### src/rtl/block_assembly_fifo_if.sv
// rtl/block_assembly_fifo_if.sv - byte-in / block-out bus of the block assembly FIFO
interface block_assembly_fifo_if #(
  parameter int BYTE_W      = 8,
  parameter int BLOCK_BYTES = 16,
  parameter int DEPTH       = 4
);
  localparam int BW = BYTE_W * BLOCK_BYTES;

  logic [BYTE_W-1:0]              din;
  logic                           ready;
  logic                           flush;
  logic                           read_en;
  logic [BW-1:0]                  dout;
  logic                           dout_valid;
  logic                           empty;
  logic                           full;
  logic [$clog2(DEPTH+1)-1:0]     level;
  logic [$clog2(BLOCK_BYTES)-1:0] partial;
  logic                           overflow;

  modport master (
    output din, ready, flush, read_en,
    input  dout, dout_valid, empty, full, level, partial, overflow
  );

  modport slave (
    input  din, ready, flush, read_en,
    output dout, dout_valid, empty, full, level, partial, overflow
  );
endinterface

### src/rtl/block_assembly_fifo.sv
// rtl/block_assembly_fifo.sv - packs a byte stream into blocks and queues them for the cipher core
module block_assembly_fifo #(
  parameter int                BYTE_W      = 8,
  parameter int                BLOCK_BYTES = 16,
  parameter int                DEPTH       = 4,
  parameter logic [BYTE_W-1:0] PAD_BYTE    = '0
) (
  input  logic                 clk,
  input  logic                 reset,
  block_assembly_fifo_if.slave bus
);
  localparam int BW = BYTE_W * BLOCK_BYTES;
  localparam int AW = $clog2(DEPTH);
  localparam int LW = $clog2(DEPTH + 1);
  localparam int PW = $clog2(BLOCK_BYTES);

  logic [BW-1:0] mem [DEPTH];
  logic [BW-1:0] asm_q;
  logic [PW-1:0] cnt_q;
  logic [AW-1:0] wr_ptr;
  logic [AW-1:0] rd_ptr;
  logic [LW-1:0] level_q;
  logic [BW-1:0] dout_q;
  logic          dout_valid_q;
  logic          overflow_q;

  logic [BW-1:0] asm_next;
  logic [BW-1:0] commit_data;
  logic [PW-1:0] cnt_next;
  logic          block_done;
  logic          do_flush;
  logic          commit;
  logic          full;
  logic          rd_fire;
  logic          wr_fire;

  assign full = (level_q == LW'(DEPTH));

  // Place this cycle's byte, detect completion, pad on flush and resolve commit/read arbitration
  always_comb begin
    asm_next    = asm_q;
    cnt_next    = cnt_q;
    block_done  = 1'b0;
    if (bus.ready) begin
      for (int i = 0; i < BLOCK_BYTES; i++) begin
        if (cnt_q == PW'(i)) asm_next[BW-1-i*BYTE_W -: BYTE_W] = bus.din;
      end
      if (cnt_q == PW'(BLOCK_BYTES - 1)) begin
        block_done = 1'b1;
        cnt_next   = '0;
      end else begin
        cnt_next = cnt_q + PW'(1);
      end
    end
    // A flush alongside a completing byte has nothing left to pad, so it adds no block
    do_flush    = bus.flush && !block_done && (cnt_next != '0);
    commit_data = asm_next;
    if (do_flush) begin
      for (int i = 0; i < BLOCK_BYTES; i++) begin
        if (i >= int'(cnt_next)) commit_data[BW-1-i*BYTE_W -: BYTE_W] = PAD_BYTE;
      end
    end
    commit  = block_done || do_flush;
    rd_fire = bus.read_en && (level_q != '0);
    // A read in the same cycle frees the head slot, so a commit at full still fits
    wr_fire = commit && (!full || rd_fire);
  end

  // Block storage; contents need no reset because level gates every read
  always_ff @(posedge clk) begin
    if (!reset && wr_fire) mem[wr_ptr] <= commit_data;
  end

  // Assembly register, pointers, level, read data and sticky overflow
  always_ff @(posedge clk) begin
    if (reset) begin
      asm_q        <= '0;
      cnt_q        <= '0;
      wr_ptr       <= '0;
      rd_ptr       <= '0;
      level_q      <= '0;
      dout_q       <= '0;
      dout_valid_q <= 1'b0;
      overflow_q   <= 1'b0;
    end else begin
      if (commit) begin
        asm_q <= '0;
        cnt_q <= '0;
      end else begin
        asm_q <= asm_next;
        cnt_q <= cnt_next;
      end
      if (commit && !wr_fire) overflow_q <= 1'b1;
      if (wr_fire) wr_ptr <= wr_ptr + AW'(1);
      dout_valid_q <= rd_fire;
      if (rd_fire) begin
        dout_q <= mem[rd_ptr];
        rd_ptr <= rd_ptr + AW'(1);
      end
      case ({wr_fire, rd_fire})
        2'b10:   level_q <= level_q + LW'(1);
        2'b01:   level_q <= level_q - LW'(1);
        default: level_q <= level_q;
      endcase
    end
  end

  assign bus.dout       = dout_q;
  assign bus.dout_valid = dout_valid_q;
  assign bus.empty      = (level_q == '0);
  assign bus.full       = full;
  assign bus.level      = level_q;
  assign bus.partial    = cnt_q;
  assign bus.overflow   = overflow_q;
endmodule

### src/flat_wrapper.sv
// flat-port wrapper written by rule: the top's interface ports become plain ports
module block_assembly_fifo_flat 
#(
  parameter int                BYTE_W      = 8,
  parameter int                BLOCK_BYTES = 16,
  parameter int                DEPTH       = 4,
  parameter logic [BYTE_W-1:0] PAD_BYTE    = '0
)
  (clk, reset, bus_din, bus_ready, bus_flush, bus_read_en, bus_dout, bus_dout_valid, bus_empty, bus_full, bus_level, bus_partial, bus_overflow);
  block_assembly_fifo_if #(.BYTE_W(BYTE_W), .BLOCK_BYTES(BLOCK_BYTES), .DEPTH(DEPTH)) bus_i ();
  input  logic clk;
  input  logic reset;
  input wire logic [$bits(bus_i.din)-1:0] bus_din;
  input wire logic [$bits(bus_i.ready)-1:0] bus_ready;
  input wire logic [$bits(bus_i.flush)-1:0] bus_flush;
  input wire logic [$bits(bus_i.read_en)-1:0] bus_read_en;
  output wire logic [$bits(bus_i.dout)-1:0] bus_dout;
  output wire logic [$bits(bus_i.dout_valid)-1:0] bus_dout_valid;
  output wire logic [$bits(bus_i.empty)-1:0] bus_empty;
  output wire logic [$bits(bus_i.full)-1:0] bus_full;
  output wire logic [$bits(bus_i.level)-1:0] bus_level;
  output wire logic [$bits(bus_i.partial)-1:0] bus_partial;
  output wire logic [$bits(bus_i.overflow)-1:0] bus_overflow;
  assign bus_i.din = bus_din;
  assign bus_i.ready = bus_ready;
  assign bus_i.flush = bus_flush;
  assign bus_i.read_en = bus_read_en;
  assign bus_dout = bus_i.dout;
  assign bus_dout_valid = bus_i.dout_valid;
  assign bus_empty = bus_i.empty;
  assign bus_full = bus_i.full;
  assign bus_level = bus_i.level;
  assign bus_partial = bus_i.partial;
  assign bus_overflow = bus_i.overflow;
  block_assembly_fifo #(.BYTE_W(BYTE_W), .BLOCK_BYTES(BLOCK_BYTES), .DEPTH(DEPTH), .PAD_BYTE(PAD_BYTE)) u_core (.clk(clk), .reset(reset), .bus(bus_i));
endmodule
### config.mk
export PLATFORM = sky130hd
export DESIGN_NAME = block_assembly_fifo_flat
export DESIGN_NICKNAME = d
export VERILOG_FILES = /design/src/rtl/block_assembly_fifo_if.sv /design/src/rtl/block_assembly_fifo.sv /design/src/flat_wrapper.sv
export SDC_FILE = /design/constraint.sdc
export NUM_CORES = 1
export LEC_CHECK = 0
export CORE_MARGIN = 3
export CORE_UTILIZATION = 55
export CTS_CLUSTER_SIZE = 20
export DETAILED_ROUTE_END_ITERATION = 8
export GPL_TIMING_DRIVEN = 0
export PLACE_DENSITY = 0.74
export SYNTH_ARGS = -nofsm -noshare
export SYNTH_HDL_FRONTEND = slang
export SYNTH_SLANG_ARGS = --single-unit
export TNS_END_PERCENT = 5
### constraint.sdc
create_clock -name clk -period 17.5 [get_ports clk]
set_input_delay 3.5 -clock clk [delete_from_list [all_inputs] [get_ports clk]]
set_output_delay 3.5 -clock clk [all_outputs]
set_load 0.02 [all_outputs]
==> Implementation_results.wiki <==
{| class="wikitable"
! Metric !! Value
|-
| Final critical delay including setup and external delays || 6880 ps
|-
| Number of instances on the worst hold path || 2
|-
| Placed instance count || 2832
|-
| Required time at the worst-slack endpoint || 17810 ps
|-
| Cell area after synthesis || 29300 um2
|-
| Final Setup Violations || 0
|-
| Count of non-filler cells in the finished layout || 2974
|-
| Sequential fraction of design power || 0.447
|-
| Count of nets left with antenna violations after detail routing || 0
|-
| Maximum number of buffers from clock root to sink || 3
|-
| Worst reg-to-reg path cell count || 14
|-
| Hold Path Origin || u_core.bus.dout[94]
|-
| Biggest fanout along the worst timing path || 11
|-
| Detailed-route wire length per cell || 23.9 um
|-
| HP Class || flip-flop to flip-flop
|-
| Warning count from the yosys run || 0
|-
| Placeable core region || 52000 um2
|-
| Relative contribution of combinational cells to total power || 0.204
|-
| Lkg Pwr || 11.9 nW
|-
| Failing checks || capacitance limit
|-
| Pin count of the biggest net entering global routing || 17
|-
| Area of all placed cells without fillers || 34900 um2
|-
| Reg-to-reg endpoint || u_core.mem[2][26]
|-
| Total Routing Usage GR || 0.254
|-
| Fmax || 145 MHz
|-
| Later-pin clock latency in the skew report || 610 ps
|-
| Synthesized instance count || 1943
|-
| Number of nets in the synthesized netlist || 1966
|-
| Average vias per placed instance || 5.95
|-
| Crit path capture type || flip-flop
|-
| Rel. slew slack || 0.000964
|-
| Clock group share of total power || 0.348
|-
| Area added between synthesis and finish || 19.2%
|-
| Final worst-path cycle share || 0.393
|-
| Number of enable-type register cells in the synthesized netlist || 512
|-
| Initial antenna violation count || 3
|-
| Pwr Total || 4.72 mW
|-
| Share of the core filled with cells in the final layout || 0.672
|-
| Slew at the pin with the worst max-slew slack || 1500 ps
|-
| Type of the worst setup path || primary input to flip-flop
|-
| Die Span X || 237 um
|-
| Data arrival time of the critical path || 7180 ps
|-
| Master cell of the clock root buffer || clkbuf_16
|-
| R2R Path Start || u_core.bus.partial[1]
|-
| Average footprint of a synthesized cell || 15.1 um2
|-
| Max VDD drop || 0.0840 mV
|-
| Power Density || 135 nW/um2
|-
| Clock sinks || 781
|-
| Total CTS buffers || 76
|-
| Iter 0 DRT Violations || 1576
|-
| Post-CTS Setup Repair Bufs || 0
|-
| Placement Rows || 83
|-
| Worst R2R Setup Slack || 13130 ps
|-
| Pins over their slew limit || 0
|-
| Via Count || 17700
|-
| Total congestion overflow || 0
|-
| Wire length of the first global-routing pass || 107000 um
|-
| Int Power || 3.45 mW
|-
| Sequential cell area fraction in the yosys report || 0.708
|-
| Ranking of synthesized cells by area || edfxtp_1 (52%), dfxtp_1 (18%), mux4_2 (9.8%), mux2i_1 (3.9%), nand2_1 (3.5%)
|-
| Final critical-path setup slack || 10620 ps
|-
| Die Footprint || 56100 um2
|-
| DRC || 0
|-
| Ys async rst share || 0
|-
| # port buffers || 150
|-
| Crit start category || primary input
|-
| Register clock-pin slew on the reported worst setup and hold paths || 60 ps
|-
| Worst Clk Skew || 31.7 ps
|-
| Most used flip-flop cell after synthesis || edfxtp_1
|-
| Switching power share of the total || 0.269
|-
| DPL Wire Length || 49200 um
|-
| Number of gates resized after cts || 0
|-
| Share of post-route cells with drive strength above 1 || 0.165
|-
| Status || complete, but fails checks
|-
| Max-Cap Viols || 1
|-
| IO Count || 152
|-
| Total Negative Setup Slacks || 0 ps
|-
| Hold-fix buffers, CTS || 0
|-
| Number of flip-flops and latches in the synthesized netlist || 781
|-
| RSZ-0062 raised after global routing || false
|-
| Switching power || 1.27 mW
|-
| Final hold slack || 452 ps
|-
| Vert. Die Dim || 237 um
|-
| Cell type contributing the most total cell area after synthesis || edfxtp_1
|-
| Worst hold path endpoint || u_core.bus.dout[94]
|-
| Number of optimization iterations in the first detailed-route pass || 5
|-
| Count of nets after finishing || 2253
|-
| Count of cell types in the netlist || 56
|-
| Area fraction of the dominant cell type after synthesis || 0.525
|-
| Fin. Hold Viols || 0
|-
| Area post-placement || 32400 um2
|-
| Via count of the first global-routing pass || 17700
|-
| Worst slack, placed || 10030 ps
|-
| Effective utilization at floorplan || 0.563
|-
| GPL Wtd Cong || 0.916
|-
| Maximum level of the CTS H-tree || 3
|-
| Routed WL || 71000 um
|-
| Clock tree from TritonCTS || yes
|}
-- cells in the final DEF, fill, tap and decap left out, types with 4 or more instances in the layout --
cell	n
nand2_1	277
buf_6	45
bufinv_16	6
xor2_1	5
edfxtp_1	512
nor2_1	61
nor3_1	132
mux2i_1	114
clkbuf_2	5
a21oi_1	193
and3_1	5
clkbuf_1	106
nand3_1	9
dfxtp_1	269
o21ai_0	4
mux4_2	128
mux2_2	10
buf_2	40
nor3b_1	18
clkbuf_16	82
nand2b_1	4
clkdlybuf4s50_1	150
clkbuf_8	7
nor3b_2	4
clkinv_1	6
buf_8	15
ha_1	9
inv_1	10
clkinv_2	14
-- metal layers --
| layer | global-route usage | share of wire | vias up | wire (um) |
|---|---|---|---|---|
| met1 | 0.353 | 0.41 | 8958 | 29000 |
| li1 | - | - | 7857 | - |
| met4 | 0.0929 | 0.033 | 0 | 2310 |
| met2 | 0.400 | 0.48 | 759 | 33800 |
| met5 | 0 | 0 | - | 0 |
| met3 | 0.0545 | 0.083 | 124 | 5910 |
-- registers in the layout (all words and copies together) (netlist names) --
name / flops
u_core.bus.level: 3
u_core.wr_ptr: 2
u_core.rd_ptr: 2
u_core.bus.overflow: 1
u_core.asm_q: 128
u_core.bus.dout: 128
u_core.bus.partial: 4
u_core.mem: 512
u_core.bus.dout_valid: 1
-- synthesized netlist by cell type (all sizes together) (3+ instances only) --
cell type,number
buf,44
nand2b,4
inv,10
xor2,5
and3,5
clkbuf,91
mux2,10
ha,9
nand4,4
nor3,133
mux4,128
o21ai,5
nand2,277
nor3b,22
a2111oi,4
nand3b,3
nor2,61
dfxtp,269
a21oi,195
mux2i,114
nor4,3
nand3,9
edfxtp,512
-- layout make-up --
class / instances / area [um2]
Multi-Input combinational cell: 1016 / 7960
Tap cell: 680 / 851
Clock buffer: 109 / 2220
Inverter: 11 / 41.3
Antenna cell: 3 / 7.51
Clock inverter: 30 / 308
Buffer: 135 / 569
Timing Repair Buffer: 209 / 2220
Sequential cell: 781 / 20800
Fill cell: 3487 / 17100
-- how the worst max path moves through the flow --
stage                          from  slack (ps)  depth (start not counted)                end
after floorplan           bus_ready        2930                          6   u_core.mem[0][0]
after global placement    bus_ready       -5390                          7  u_core.mem[1][28]
after detailed placement  bus_ready       10030                         13  u_core.mem[2][29]
after CTS                 bus_ready       10660                         13   u_core.mem[3][1]
after global routing      bus_ready       10400                         13  u_core.mem[2][29]
final                     bus_ready       10620                         13  u_core.mem[2][26]
-- worst max-delay path, cell delays in order --
cell and delay (ps):
clkdlybuf4s50_1 590, buf_6 190, nand2_1 90, a22o_1 350, a21oi_1 360, inv_1 240
nor3b_2 750, buf_6 250, buf_6 190, buf_8 170, buf_8 170, buf_8 160
buf_6 150
-- power by group through the flow --
stage	combinational, mW	sequential (mW)	clock [mW]
floorplan	0.513	2.24	0
CTS	0.979	2.11	1.67
global placement	0.946	2.16	0
global route	1.04	2.12	1.74
finish	0.965	2.11	1.64
detailed placement	0.971	2.15	0
-- kinds of logic after synthesis --
logic type | after synthesis | synth area share
AOI/OAI and AO/OA | 216 | 0.0420
xor gates and xnor gates | 7 | 0.00209
adders and majority gates | 10 | 0.00453
buffers and inverters | 146 | 0.0207
DFF | 781 | 0.708
muxes | 252 | 0.141
and+or+nand+nor | 531 | 0.0811
Note: power is estimated with default switching activity, not from simulation.
